**src/rtl/timer_pkg.sv**
```systemverilog
// Shared types and default sizing for the programmable timer.
package timer_pkg;

  typedef enum logic {
    IDLE = 1'b0,
    RUN  = 1'b1
  } timer_state_t;

  localparam int TIMER_WIDTH_DEF = 24;
  localparam int TIMER_PRE_W_DEF = 8;

endpackage

```
**src/rtl/timer_prescaler.sv**
```systemverilog
// Clock prescaler: asserts tick once every div+1 enabled cycles.
// clr restarts the division phase so a fresh run begins at a known point.
module timer_prescaler #(
  parameter int PRE_W = 8
) (
  input  logic             clk,
  input  logic             reset,
  input  logic             en,
  input  logic             clr,
  input  logic [PRE_W-1:0] div,
  output logic             tick
);

  logic [PRE_W-1:0] cnt;

  // The tick is decoded from the phase counter so the top sees it in the same cycle.
  assign tick = en && (cnt == div);

  // Phase counter: runs 0..div while enabled, wraps on tick, restarts on clr.
  // NOTE: sequential state uses non-blocking assignments so every register samples pre-edge values.
  always_ff @(posedge clk) begin
    if (reset) begin
      cnt <= '0;
    end else if (clr) begin
      cnt <= '0;
    end else if (en) begin
      cnt <= tick ? '0 : cnt + PRE_W'(1);
    end
  end

endmodule

```
**src/rtl/prog_timer.sv**
```systemverilog
// Programmable timer: counts prescaled ticks up to a latched terminal value
// and pulses counted on each expiry, in one-shot or periodic mode.
// Optional feature macro: PROG_TIMER_STICKY_EN adds a sticky expiry flag
// (input clr_flag, output flag).
module prog_timer
  import timer_pkg::*;
#(
  parameter int WIDTH = TIMER_WIDTH_DEF,
  parameter int PRE_W = TIMER_PRE_W_DEF
) (
  input  logic             clk,
  input  logic             reset,
  input  logic             start,
  input  logic             stop,
  input  logic             periodic,
  input  logic [WIDTH-1:0] num,
  input  logic [PRE_W-1:0] prescale,
  output logic             busy,
  output logic             counted,
  output logic [WIDTH-1:0] count
`ifdef PROG_TIMER_STICKY_EN
  ,
  input  logic             clr_flag,
  output logic             flag
`endif
);

  timer_state_t     state;
  logic [WIDTH-1:0] target_l;
  logic [PRE_W-1:0] pre_l;
  logic             per_l;
  logic             tick;
  logic             load;
  logic             expire;

  // A start without stop (re)loads the timer from IDLE or from RUN alike.
  assign load   = start && !stop;
  // Expiry needs an undisturbed RUN cycle: stop or restart on that edge suppresses it.
  assign expire = (state == RUN) && !stop && !start && tick && (count == target_l);

  timer_prescaler #(
    .PRE_W (PRE_W)
  ) u_prescaler (
    .clk   (clk),
    .reset (reset),
    .en    (state == RUN),
    .clr   (load),
    .div   (pre_l),
    .tick  (tick)
  );

  // Control FSM with registered outputs; stop beats start, start beats tick.
  always_ff @(posedge clk) begin
    if (reset) begin
      state    <= IDLE;
      busy     <= 1'b0;
      counted  <= 1'b0;
      count    <= '0;
      target_l <= '0;
      pre_l    <= '0;
      per_l    <= 1'b0;
    end else begin
      counted <= expire;
      if (stop) begin
        // count is left untouched so software can read where the run stopped.
        state <= IDLE;
        busy  <= 1'b0;
      end else if (start) begin
        target_l <= num;
        pre_l    <= prescale;
        per_l    <= periodic;
        count    <= '0;
        state    <= RUN;
        busy     <= 1'b1;
      end else if ((state == RUN) && tick) begin
        if (count == target_l) begin
          count <= '0;
          if (!per_l) begin
            state <= IDLE;
            busy  <= 1'b0;
          end
        end else begin
          count <= count + WIDTH'(1);
        end
      end
    end
  end

`ifdef PROG_TIMER_STICKY_EN
  // Sticky expiry flag; a new expiry takes priority over a clear in the same cycle.
  always_ff @(posedge clk) begin
    if (reset) begin
      flag <= 1'b0;
    end else if (expire) begin
      flag <= 1'b1;
    end else if (clr_flag) begin
      flag <= 1'b0;
    end
  end
`endif

endmodule

```
**config.mk**
```make
export PLATFORM = sky130hd
export DESIGN_NAME = prog_timer
export DESIGN_NICKNAME = d
export VERILOG_FILES = /design/src/rtl/timer_pkg.sv /design/src/rtl/timer_prescaler.sv /design/src/rtl/prog_timer.sv
export SDC_FILE = /design/constraint.sdc
export NUM_CORES = 1
export LEC_CHECK = 0
export ABC_AREA = 1
export CAP_MARGIN = 20
export CORE_MARGIN = 1.5
export CORE_UTILIZATION = 50
export CTS_CLUSTER_SIZE = 25
export DETAILED_ROUTE_END_ITERATION = 8
export MAX_ROUTING_LAYER = met4
export PLACE_DENSITY = 0.85
export SYNTH_ARGS = -nofsm -noshare
export SYNTH_HDL_FRONTEND = slang
export SYNTH_SLANG_ARGS = --single-unit
```
**constraint.sdc**
```tcl
create_clock -name clk -period 1.8 [get_ports clk]
set_input_delay 0.36 -clock clk [delete_from_list [all_inputs] [get_ports clk]]
set_output_delay 0.36 -clock clk [all_outputs]
set_load 0.02 [all_outputs]
```
# Yosys cells after proc, flatten, opt, wreduce, memory -nomap -nowiden
# Index checks and enable logic that the tools add are counted.
# classes
n_addsub	2
n_eq_ne	3
n_mux	8
bitwise_logic	1
reduce_logical	16
# op_table
op	n
24-bit 2-to-1 mux	3
24-bit by 1-bit adder with 24-bit output, second input constant	1
24-bit equality test	1
8-bit by 1-bit adder with 8-bit output, second input constant	1
8-bit equality test	1
8-bit 2-to-1 mux	1
1-bit logical AND	7
1-bit 2-to-1 mux	4
2-bit AND reduction	2
2-bit nonzero test	2
2-bit OR reduction	2
3-bit AND reduction	1
1-bit zero test	2
2-bit inequality test, second input constant	1
1-bit inverter	1
# totals
regBits	67
input_bits	37
output_inout_bits	26
word_cells	37

# Depth between registers and ports, before layout
# Gate-level depths: netlist of run 1.
# logic_depth
ltp_word	5
mapped_depth	14
ltp_nobuf	13

# Cells and area by module
# Synthesis of run 1 repeated with hierarchy kept, for this count alone.
# hier_totals
cells_unflattened	523
area_unflattened_um2	3417.0
# by_module_without_submodules
module	instances	cells_each	area_per_inst_um2	seq_area_each_um2
prog_timer	1	416	2790.2	1181.1
timer_prescaler	1	107	626.9	160.2

# Least setup slack after synthesis of run 1
# No wires, ideal clock.
# synth_timing
path_type	reg-to-reg
startpoint	register count[1]
endpoint	register count[16]
setup_ns	0.109
t_arrival_ns	1.658
required_time_ns	1.691
path_slack_ns	0.034
stages_incl_launch_ff	13
period_less_slack_ns	1.766
cell_sequence	dfxtp_1 -> ha_1 -> nand2_1 -> nor2_1 -> nand2_1 -> nor2_2 -> inv_1 -> nor3_1 -> nand2_1 -> nand2_1 -> nand2_1 -> nand2_1 -> inv_1
# synth_via
elab_chain_len	4
# synth_lines
item	line_no	text
from (decl)	prog_timer.sv:20	output logic [WIDTH-1:0] count
from (signal assigned)	prog_timer.sv:83	count <= count + WIDTH'(1);
24-bit by 1-bit adder with 24-bit output / 24-bit equality test (equally long branches)	prog_timer.sv:83, prog_timer.sv:76	
24-bit 2-to-1 mux (*)	prog_timer.sv:76	if (count == target_l) begin
24-bit 2-to-1 mux (*)	prog_timer.sv:75	end else if ((state == RUN) && tick) begin
24-bit 2-to-1 mux (*)	prog_timer.sv:68	end else if (start) begin
# Every way passes the cells marked *; elsewhere a longest branch is shown, timed or not. The select of a mux whose other input is x is not followed.
# A chain may end at the register's enable or synchronous reset.

# Final worst setup path of run 1
# layout_timing
startpoint	register count[22]
endpoint	output count[22]
# No word-level cell between the ends.

==> results_tabular.tex, run 1 <==
\begin{tabular}{lr}
\hline
Metric & Value \\
\hline
\multicolumn{2}{l}{\textbf{Run status}} \\
Outcome & complete, no violations \\
\multicolumn{2}{l}{\textbf{Clock tree}} \\
TritonCTS clock tree & done \\
Buffers from clock root to sink, at most & 2 \\
Master cell of the clock root buffer & sky130\_fd\_sc\_hd\_\_clkbuf\_8 \\
Sinks on the clock net & 67 \\
H-tree levels & 3 \\
Clock network latency to the later pin of the worst-skew pair & 350 ps \\
Clock-pin slew of the registers on the worst-case setup and hold paths & 80 ps \\
Number of buffers added by the clock tree synthesis step & 9 \\
Post-CTS setup buffers & 0 \\
Hold buffer count at cts & 0 \\
\multicolumn{2}{l}{\textbf{Die}} \\
Effective utilization at floorplan & 52.2\% \\
Placement row count & 30 \\
Area of the core & 6830 um2 \\
Y dimension of the die & 87.5 um \\
Area enclosed by the die boundary & 7650 um2 \\
Top-Level Pins & 63 \\
Die W & 87.5 um \\
\multicolumn{2}{l}{\textbf{Drt}} \\
Number of DRC violations after detailed-routing iteration 0 & 188 \\
Vias after detailed routing & 3699 \\
Ratio of routed vias to standard cells & 5.00 \\
DRT antenna net count & 0 \\
WL per Instance & 12.2 um \\
Sum of routed wire length over all layers & 8990 um \\
Number of detailed-route iterations in the first pass & 6 \\
Remaining routing DRC violations & 0 \\
\multicolumn{2}{l}{\textbf{Placed design}} \\
Place WS & -56.2 ps \\
Total half-perimeter wirelength after legalization and detailed placement & 6560 um \\
Placer congestion estimate & 0.912 \\
Total of buffers placed on input and output ports & 62 \\
\multicolumn{2}{l}{\textbf{Pwr}} \\
Proportion of power drawn by combinational gates & 12.9\% \\
Total internal power & 2.30 mW \\
Leak Pwr & 2.25 nW \\
Switching power share of the total & 26.8\% \\
Fraction of power consumed by the clock network & 37.1\% \\
Sw Pwr & 841 uW \\
Power per cell area & 671 nW/um2 \\
Peak supply drop & 617 uV \\
Register share of total power & 50.0\% \\
\multicolumn{2}{l}{\textbf{Final layout}} \\
Area growth from synthesis to final layout & 31.0\% \\
\# nets final & 678 \\
Final cell utilization of the core & 68.4\% \\
Ant diodes & 0 \\
Ratio of cells with drive above 1 in the final layout & 13.8\% \\
\multicolumn{2}{l}{\textbf{Synth}} \\
Sequential cell area fraction in the yosys report & 37.6\% \\
Most area-hungry cell type in the Yosys netlist & sky130\_fd\_sc\_hd\_\_dfxtp\_1 \\
Yosys reg bits & 67 \\
Number of nets produced by synthesis & 595 \\
Fraction of registers with async set or reset after synthesis & 0\% \\
Commonest cells post-synth & sky130\_fd\_sc\_hd\_\_nand2\_1, sky130\_fd\_sc\_hd\_\_inv\_1, sky130\_fd\_sc\_hd\_\_dfxtp\_1, sky130\_fd\_sc\_hd\_\_nor2\_1, sky130\_fd\_sc\_hd\_\_o21ai\_0 \\
Synth Instances & 556 \\
Cell Area, Synth & 3570 um2 \\
Largest cells by area after synthesis & sky130\_fd\_sc\_hd\_\_dfxtp\_1, sky130\_fd\_sc\_hd\_\_nand2\_1, sky130\_fd\_sc\_hd\_\_inv\_1, sky130\_fd\_sc\_hd\_\_nor2\_1, sky130\_fd\_sc\_hd\_\_o21ai\_0 \\
Ys flop type & sky130\_fd\_sc\_hd\_\_dfxtp\_1 \\
Synthesis warning total & 0 \\
Number of distinct library cells after synthesis & 26 \\
EDFF count, synth & 0 \\
Post-synth top area share & 37.6\% \\
Count leader, synth & sky130\_fd\_sc\_hd\_\_nand2\_1 \\
Mean instance size in the synthesized netlist & 6.41 um2 \\
\multicolumn{2}{l}{\textbf{GRT}} \\
Final global-route overflow total & 0 \\
Vias in the first global route & 3576 \\
Gr usage total & 25.9\% \\
Global-route wire length before repair & 15200 um \\
Pin count of the biggest net entering global routing & 35 \\
Antenna violations before repair & 0 \\
\multicolumn{2}{l}{\textbf{Critical path}} \\
Critical path buffers and inverters & 1 \\
Critical-path cell with the highest stage delay & sky130\_fd\_sc\_hd\_\_clkdlybuf4s50\_1 \\
Data arrival at the endpoint of the critical path & 1390 ps \\
Maximum single-stage delay on the critical path & 630 ps \\
CP endpoint kind & output pin \\
CP required & 1440 ps \\
Critical Path Start Type & flop \\
Critical Setup Path Class & reg -> out \\
Largest delay contributor family on the critical path & buffers and inverters \\
Sequence of cells on the critical path & clkdlybuf4s50\_1 \\
Peak fanout along the critical path & 5 \\
\multicolumn{2}{l}{\textbf{Timing}} \\
Maximum clock frequency & 570 MHz \\
Worst Skew & 8.96 ps \\
Final min period & 1750 ps \\
Slew Viols, Final & 0 \\
Period Utilization, post-route & 97.5\% \\
TNS Setup & 0 ps \\
Final count of hold timing violations & 0 \\
Final worst hold slack & 467 ps \\
Worst Max-Slew Pin Slew & 361 ps \\
Unrepaired setup endpoints after global routing & yes \\
Final worst-path setup slack & 45.7 ps \\
Worst max-slew margin expressed relative to the limit & 75.7\% \\
Number of endpoints failing setup at the final stage & 0 \\
\multicolumn{2}{l}{\textbf{Worst hold path}} \\
Tightest Hold Check Type & reg -> reg \\
\multicolumn{2}{l}{\textbf{Flow run}} \\
Max-Cap Viols & 0 \\
\hline
\end{tabular}
## layer usage
layer  wire [um]  track usage (%)  vias up
li1            -                -     1880
met1        3820             30.0     1678
met2        4490             44.2      122
met3         506             5.97       19
met4         172             8.37        0
met5           0                -        -
## worst reg2reg max path, cell delays in order (launching register included)
cell                      delay [ps]
sky130_fd_sc_hd__dfxtp_1         450
sky130_fd_sc_hd__inv_1           110
sky130_fd_sc_hd__nand2_1          70
sky130_fd_sc_hd__nand2_1          50
sky130_fd_sc_hd__nor2_1          110
sky130_fd_sc_hd__nand2_1          70
sky130_fd_sc_hd__nor2_1          170
sky130_fd_sc_hd__nand3_2         120
sky130_fd_sc_hd__buf_4           160
sky130_fd_sc_hd__nor4_1          280
## cells by family after synthesis
logic type               Yosys count  synth area share (%)
AND/OR/NAND/NOR                  312                  37.6
flip-flops                        67                  37.6
adder cells (fa/ha/maj)            2                 0.702
AO/OA/AOI/OAI                     63                  9.16
buffers and inverters             97                  11.3
XOR/XNOR                          15                  3.68
## power by group through the flow
stage	registers [mW]	clock network, mW	logic (mW)
floorplan	1.60	0	0.234
CTS	1.57	1.18	0.404
detailed placement	1.60	0	0.402
finish	1.57	1.16	0.404
global placement	1.60	0	0.391
global route	1.57	1.25	0.453
## final timing paths
check / start / to / slack [ps] / cells after the start
setup reg to reg: count[18] / counted / 100 / 9
hold reg to reg: pre_l[2] / pre_l[2] / 470 / 2
hold / removal: pre_l[2] / pre_l[2] / 470 / 2
setup / recovery: count[22] / count[22] / 50 / 1
## repair_timing
action | in CTS | in global routing
hold endpoints to repair | 0 | 0
pin swaps | 0 | 1
resized for setup | 16 | 27
setup endpoints to repair | 16 | 26
## state kept, by name (all words and copies together), names as in the netlist
name and count:
count 24, counted 1, per_l 1, pre_l 8, state 1, target_l 24, u_prescaler.cnt 8
## final cells by class
cell class                      count  area [um2]
Fill cell                         599        2160
Multi-Input combinational cell    392        1860
Sequential cell                    67        1360
Timing Repair Buffer               86         841
Inverter                           83         312
Clock buffer                       12         155
Tap cell                           96         120
Clock inverter                      4        25.0
## cell usage in the layout, fill, tap and decap left out
cell | netlist | routed
sky130_fd_sc_hd__nand2_1 | 187 | 186
sky130_fd_sc_hd__inv_1 | 70 | 70
sky130_fd_sc_hd__nor2_1 | 62 | 56
sky130_fd_sc_hd__dfxtp_1 | 67 | 56
sky130_fd_sc_hd__clkdlybuf4s50_1 | 0 | 42
sky130_fd_sc_hd__o21ai_0 | 34 | 34
sky130_fd_sc_hd__a21oi_1 | 28 | 28
sky130_fd_sc_hd__nand3_1 | 24 | 23
sky130_fd_sc_hd__buf_4 | 0 | 20
sky130_fd_sc_hd__dlygate4sd2_1 | 0 | 16
sky130_fd_sc_hd__inv_2 | 13 | 13
sky130_fd_sc_hd__xor2_1 | 13 | 13
sky130_fd_sc_hd__clkbuf_8 | 0 | 11
sky130_fd_sc_hd__dfxtp_2 | 0 | 11
sky130_fd_sc_hd__nor2_2 | 5 | 10
sky130_fd_sc_hd__nor3_1 | 11 | 9
sky130_fd_sc_hd__nand3b_1 | 7 | 7
sky130_fd_sc_hd__nand4_1 | 5 | 5
sky130_fd_sc_hd__nor3_2 | 2 | 4
sky130_fd_sc_hd__dlymetal6s2s_1 | 0 | 4
sky130_fd_sc_hd__buf_12 | 0 | 4
sky130_fd_sc_hd__nand2_2 | 2 | 3
sky130_fd_sc_hd__nand3_2 | 2 | 3
sky130_fd_sc_hd__nor2_4 | 1 | 2
sky130_fd_sc_hd__xnor2_1 | 2 | 2
sky130_fd_sc_hd__clkinvlp_4 | 0 | 2
sky130_fd_sc_hd__clkinv_2 | 0 | 2
sky130_fd_sc_hd__nor3b_1 | 1 | 1
sky130_fd_sc_hd__nand3_4 | 1 | 1
sky130_fd_sc_hd__nand2_8 | 1 | 1
sky130_fd_sc_hd__a21oi_4 | 1 | 1
sky130_fd_sc_hd__nor4_1 | 1 | 1
sky130_fd_sc_hd__ha_1 | 2 | 1
sky130_fd_sc_hd__ha_2 | 0 | 1
sky130_fd_sc_hd__clkbuf_1 | 9 | 1
## metrics by stage
stage	power, mW	instances	instance area, um2
2_1_floorplan	1.83	556	3570
3_3_place_gp	1.99	724	4450
3_5_place_dp	2.00	724	4450
4_1_cts	3.15	740	4610
5_1_grt	3.27	740	4670
6_report	3.14	740	4670
No activity file was read; power rests on OpenSTA's default activity.
==> run 2: changes to the inputs <==
Settings changed: CAP_MARGIN 20 to 25.
==> results of run 2 <==
No change in the layout: final DEF, timing and power equal those of run 1.
==> RTL change 1: new RTL, settings of run 1 <==
Build with the macro `PROG_TIMER_STICKY_EN` defined.
--- a/src/rtl/prog_timer.sv
+++ b/src/rtl/prog_timer.sv
@@ -2,6 +2,8 @@
 // and pulses counted on each expiry, in one-shot or periodic mode.
 // Optional feature macro: PROG_TIMER_STICKY_EN adds a sticky expiry flag
 // (input clr_flag, output flag).
+`define PROG_TIMER_STICKY_EN
+
 module prog_timer
   import timer_pkg::*;
 #(
Interface: changed (added clr_flag and flag); port bits go from 63 to 65. The function was not compared with the original's and may differ.
==> RTL change 1 against run 1 <==
Sequential cell count is 1 higher; largest power group unchanged; first-iteration DRC count up 100%; area after synthesis fell by 0.98%; wire length increased by 8.2%; highest routed layer unchanged; worst setup slack worse by 0.023 ns; total power increased by 0.93%; final area increased by 3.5%.
==> RTL change 1: results (changes against run 1) <==
qor: run_status.run_status complete, no violations [unchanged]
qor: cells_and_area.nNetsFinal 680 [was 678]
qor: logic_synthesis.synth_fp_nets 584 [was 595]
qor: pwr.p_sw 863.5 uW [was 841.3 uW]
qor: logic_synthesis.post_synth_xor_area_fraction 0.02481 [was 0.03684]
qor: critical_path.critical_path.slowest_cell dfxtp_1 [was clkdlybuf4s50_1]
qor: placement.gp_congestion 0.9344 [was 0.9116]
qor: logic_synthesis.synth.area.top_cells dfxtp_1 39%, nand2_1 15%, inv_1 8.7% [was dfxtp_1 38%, nand2_1 20%, inv_1 7.4%]
qor: placement.port_buffer_cells 64 [was 62]
qor: global_route.grt_start_max_net_pins 43 [was 35]
qor: critical_path.cp_data_arrival_time 2.03 ns [was 1.39 ns]
qor: route.drt-initial-drc-count 384 [was 188]
qor: critical_path.cpLargestDelayFamily simple AND/OR/NAND/NOR gates [was buffers and inverters]
qor: cells_and_area.nFillCells 558 [was 599]
qor: logic_synthesis.arithmetic_cell_share_of_the_synthesized_area_counting_full_adders_half_adders_and_majority_gates 0.007087 [was 0.007018]
qor: route.first_pass_iters 5 [was 6]
qor: sta.timing.clock.skew 0.007623 ns [was 0.008957 ns]
qor: global_route.grt_pass1_wl 15670 um [was 15190 um]
qor: pwr.peakVddDrop 458.0 uV [was 616.5 uV]
qor: route.dr_total_vias 3819 [was 3699]
qor: logic_synthesis.synth_seq_area_share 0.3855 [was 0.3761]
qor: logic_synthesis.synth_cell_type_count 29 [was 26]
qor: logic_synthesis.synth_top_cells_by_count 138 x nand2_1, 82 x inv_1, 68 x dfxtp_1, 66 x nor2_1, 40 x a21oi_1 [was 187 x nand2_1, 70 x inv_1, 67 x dfxtp_1, 62 x nor2_1, 34 x o21ai_0]
qor: global_route.grt_pass1_vias 3489 [was 3576]
qor: cells_and_area.drive_gt1_frac 0.1380 [was 0.1382]
qor: logic_synthesis.fraction_of_the_mapped_netlist_area_in_compound_gates 0.1290 [was 0.09158]
qor: pwr.power.static_leakage 0.002208 uW [was 0.002251 uW]
qor: route.wl 9730 um [was 8993 um]
qor: critical_path.worst_path_largest_cell_delay 0.35 ns [was 0.63 ns]
qor: pwr.pwr-share-seq 0.502 [was 0.500]
qor: placement.dpl.hpwl 6802 um [was 6556 um]
qor: critical_path.highest_fanout_seen_on_the_critical_path 7 [was 5]
-- RTL change 1: cell count changes in the layout (fill, tap and decap cells not counted), moves of 7 or more --
| cell | change |
|---|---|
| inv_2 | -12 |
| nand3_1 | +7 |
| a21oi_1 | +10 |
| buf_4 | +11 |
| inv_1 | +11 |
| o21ai_1 | +7 |
| nand2_1 | -51 |
| dlygate4sd2_1 | -7 |
| dlymetal6s2s_1 | +7 |
-- RTL change 1: repair_timing --
| item | 4_1_cts | 5_1_grt |
|---|---|---|
| gates resized for setup | 10 | 42 |
| endpoints found under the hold margin | 0 | 0 |
| setup buffers | 0 | 6 |
| setup endpoints to repair | 24 | 37 |
| pin swaps | 0 | 10 |
| cloned | 0 | 2 |
-- RTL change 1: cells by family (layout without fill, tap and decap cells) --
kind of cell             count (synthesis)  in the layout
AND/OR/NAND/NOR                        276            277
buffers and inverters                  101            201
AO/OA/AOI/OAI                           87             87
flip-flops                              68             68
XOR/XNOR                                10             10
adder cells (fa/ha/maj)                  2              2
-- RTL change 1: per-layer routing --
metal | track usage | part of all wire | up-vias
li1 | - | - | 1910
met1 | 0.3392 | 0.44 | 1754
met2 | 0.4426 | 0.49 | 139
met3 | 0.05118 | 0.063 | 16
met4 | 0.08798 | 0.014 | 0
met5 | - | 0 | -
-- RTL change 1: final cells by class --
cell class / instances / area (sq um) / share of cell area
Tap cell: 96 / 120.1 / 0.02486
Timing Repair Buffer: 102 / 1008 / 0.2087
Clock buffer: 11 / 141.4 / 0.02926
Sequential cell: 68 / 1374 / 0.2843
Multi-Input combinational cell: 376 / 1849 / 0.3827
Clock inverter: 5 / 27.53 / 0.005697
Inverter: 83 / 311.5 / 0.06447
-- RTL change 1: worst paths after layout --
kind	from	end	slack, ns	cells past startpoint
max reg2reg	u_prescaler.cnt[5]	count[2]	0.02	11
min	target_l[23]	target_l[23]	0.47	2
min reg2reg	target_l[23]	target_l[23]	0.47	2
max	u_prescaler.cnt[5]	count[2]	0.02	11
-- RTL change 1: worst min-delay path: stages (launching register included) --
cell     delay (ns)
dfxtp_1        0.31
inv_1          0.06
a21oi_1        0.05
-- RTL change 1: power groups by stage --
stage | Combinational, uW | Clock [uW] | Sequential (uW)
after floorplan | 236 | 0 | 1620
after global placement | 412 | 0 | 1620
after detailed placement | 426 | 0 | 1620
after CTS | 427 | 1130 | 1590
after global routing | 506 | 1210 | 1600
final | 460 | 1120 | 1590
-- RTL change 1: stage by stage --
step                      hold WS (ns)  worst slack [ns]    util  instance area, sq um  instances
after global routing            0.4896          -0.07780  0.7112                  4832        741
after detailed placement        0.4600          0.007043  0.6571                  4464        717
after CTS                       0.4712          0.001593  0.6805                  4623        733
final                           0.4698           0.02227  0.7112                  4832        741
after floorplan                 0.4432           0.03343       -                  3531        544
after global placement          0.4526           0.04942  0.6571                  4464        717
==> RTL change 2: new RTL, settings of run 1 <==
Without the edit above. Register the output `count` once more; this adds one clock of latency there. The other outputs are not delayed to match.
--- a/src/rtl/prog_timer.sv
+++ b/src/rtl/prog_timer.sv
@@ -25,6 +25,8 @@
 `endif
 );
 
+  logic [WIDTH-1:0] count_s0;
+
   timer_state_t     state;
   logic [WIDTH-1:0] target_l;
   logic [PRE_W-1:0] pre_l;
@@ -36,7 +38,7 @@
   // A start without stop (re)loads the timer from IDLE or from RUN alike.
   assign load   = start && !stop;
   // Expiry needs an undisturbed RUN cycle: stop or restart on that edge suppresses it.
-  assign expire = (state == RUN) && !stop && !start && tick && (count == target_l);
+  assign expire = (state == RUN) && !stop && !start && tick && (count_s0 == target_l);
 
   timer_prescaler #(
     .PRE_W (PRE_W)
@@ -55,7 +57,7 @@
       state    <= IDLE;
       busy     <= 1'b0;
       counted  <= 1'b0;
-      count    <= '0;
+      count_s0 <= '0;
       target_l <= '0;
       pre_l    <= '0;
       per_l    <= 1'b0;
@@ -69,18 +71,18 @@
         target_l <= num;
         pre_l    <= prescale;
         per_l    <= periodic;
-        count    <= '0;
+        count_s0 <= '0;
         state    <= RUN;
         busy     <= 1'b1;
       end else if ((state == RUN) && tick) begin
-        if (count == target_l) begin
-          count <= '0;
+        if (count_s0 == target_l) begin
+          count_s0 <= '0;
           if (!per_l) begin
             state <= IDLE;
             busy  <= 1'b0;
           end
         end else begin
-          count <= count + WIDTH'(1);
+          count_s0 <= count_s0 + WIDTH'(1);
         end
       end
     end
@@ -99,5 +101,9 @@
   end
 `endif
 
+  always_ff @(posedge clk) begin
+    count <= count_s0;
+  end
+
 endmodule
 
Formal check against the unedited RTL: not equivalent (Yosys sat finds a counterexample within 4 cycles, from zero or initial values and one cycle with reset high).
==> RTL change 2 against run 1 <==
Utilization shrank 1.2 points; sequential cell count grew 24; count of clock-buffer cells in the layout shrank 2; die area grew 12%; worst setup slack gained 0.083 ns; wire length grew 7.8%; total power grew 32%; area after synthesis grew 13%; largest power group unchanged; final area grew 12%.
==> RTL change 2: results (changes against run 1) <==
qor: run_status.run_status complete, no violations [unchanged]
qor: sta.worst_hold_slack 0.3978 ns [was 0.4668 ns]
qor: global_route.grt_pass1_vias 3618 [was 3576]
qor: route.detail_route.wl_per_cell 12.69 um [was 12.15 um]
qor: cells_and_area.nFillCells 657 [was 599]
qor: global_route.grt_start_max_net_pins 46 [was 35]
qor: logic_synthesis.synth_seq_area_share 0.4537 [was 0.3761]
qor: placement.gp_congestion 0.8758 [was 0.9116]
qor: critical_path.r2r_cells 8 [was 9]
qor: logic_synthesis.synth.area.top_cells dfxtp_1 45%, nand2_1 13%, inv_1 7.5% [was dfxtp_1 38%, nand2_1 20%, inv_1 7.4%]
qor: logic_synthesis.synth_fp_nets 611 [was 595]
qor: cells_and_area.nNetsFinal 697 [was 678]
qor: worst_hold_path.hold_path_depth 0 [was 2]
qor: pwr.peakVddDrop 437.9 uV [was 616.5 uV]
qor: worst_hold_path.whs_endpoint count[9] [was pre_l[2]]
qor: critical_path.rrSetupSlack 0.13 ns [was 0.10 ns]
qor: route.first_pass_iters 5 [was 6]
qor: critical_path.reg2reg_from count_s0[1] [was count[18]]
qor: global_route.global_route.usage.total 0.2465 [was 0.2590]
qor: route.route.met3.wl 524 um [was 506 um]
qor: logic_synthesis.synth_cell_type_count 28 [was 26]
qor: worst_hold_path.hold_path.startpoint count_s0[9] [was pre_l[2]]
qor: logic_synthesis.synth_top_cells_by_count 143 x nand2_1, 91 x dfxtp_1, 80 x inv_1, 66 x nor2_1, 43 x a21oi_1 [was 187 x nand2_1, 70 x inv_1, 67 x dfxtp_1, 62 x nor2_1, 34 x o21ai_0]
qor: route.dr_wl_met2 4798 um [was 4492 um]
qor: pwr.swShare 0.2332 [was 0.2682]
qor: route.dr_total_vias 3883 [was 3699]
-- RTL change 2: cell count changes after synthesis, sizes merged, moves of 6 or more --
cell,delta
a21oi,+16
dfxtp,+24
nand2,-41
nand3,+10
nand3b,-7
nand4,+7
nor3,-6
o21ai,+9
-- RTL change 2: worst max path at each step --
stage	slack, ns	from	to
after detailed placement	-0.04	start	count_s0[18]
after global routing	-0.02	count_s0[1]	count_s0[17]
after CTS	0.06	count_s0[5]	count_s0[19]
after floorplan	0.16	state	count_s0[0]
after global placement	-0.02	start	count_s0[18]
final	0.13	count_s0[1]	count_s0[18]
-- RTL change 2: cell families after synthesis --
logic type,count (synthesis),synth area share
AOI/OAI and AO/OA,89,0.1153
xor gates and xnor gates,14,0.03054
adders and majority gates,2,0.006231
buffers and inverters,97,0.09691
DFF,91,0.4537
and+or+nand+nor,279,0.2973
-- RTL change 2: power groups by stage --
stage / clock network (uW) / logic (uW) / registers (uW)
2_1_floorplan: 0 / 230 / 2140
3_3_place_gp: 0 / 394 / 2140
3_5_place_dp: 0 / 406 / 2140
4_1_cts: 1630 / 409 / 2100
5_1_grt: 1730 / 466 / 2100
6_report: 1620 / 419 / 2100
-- RTL change 2: timing repair --
action	4_1_cts	5_1_grt
buffers inserted	0	0
setup endpoints to repair	1	25
pin swaps	0	5
resized for setup	1	34
-- RTL change 2: layout make-up --
type                    instances  area [sq um]  share of cell area
repair buffers                 90         853.3              0.1634
multi-input cells             384          1844              0.3532
well taps                     102         127.6             0.02444
clock buffers                  10         127.6             0.02444
clock inverters                 5         102.6             0.01965
flip-flops and latches         91          1844              0.3532
inverters                      82         321.6             0.06159
-- RTL change 2: critical path: stages, from the launching register on --
cell and delay [ns]:
dfxtp_4 0.38, ha_2 0.19, nand2_1 0.09, nor2_2 0.13, nand2_1 0.10, nor3_1 0.30
xor2_1 0.21, nand2_2 0.07, a21oi_2 0.14
-- RTL change 2: stage by stage --
stage	instances	util	setup TNS [ns]	setup WS, ns	instance area (sq um)
global route	764	0.6722	-0.03195	-0.02161	5221
global placement	749	0.6332	-0.02026	-0.01732	4918
detailed placement	749	0.6332	-0.09764	-0.03660	4918
floorplan	572	-	0	0.1620	4015
CTS	764	0.6627	0	0.05745	5147
finish	764	0.6722	0	0.1284	5221
-- RTL change 2: layer usage --
metal | global-route usage | vias to the layer above
met2 | 0.3971 | 115
met1 | 0.3004 | 1776
met3 | 0.04926 | 18
met5 | - | -
li1 | - | 1974
met4 | 0.1073 | 0
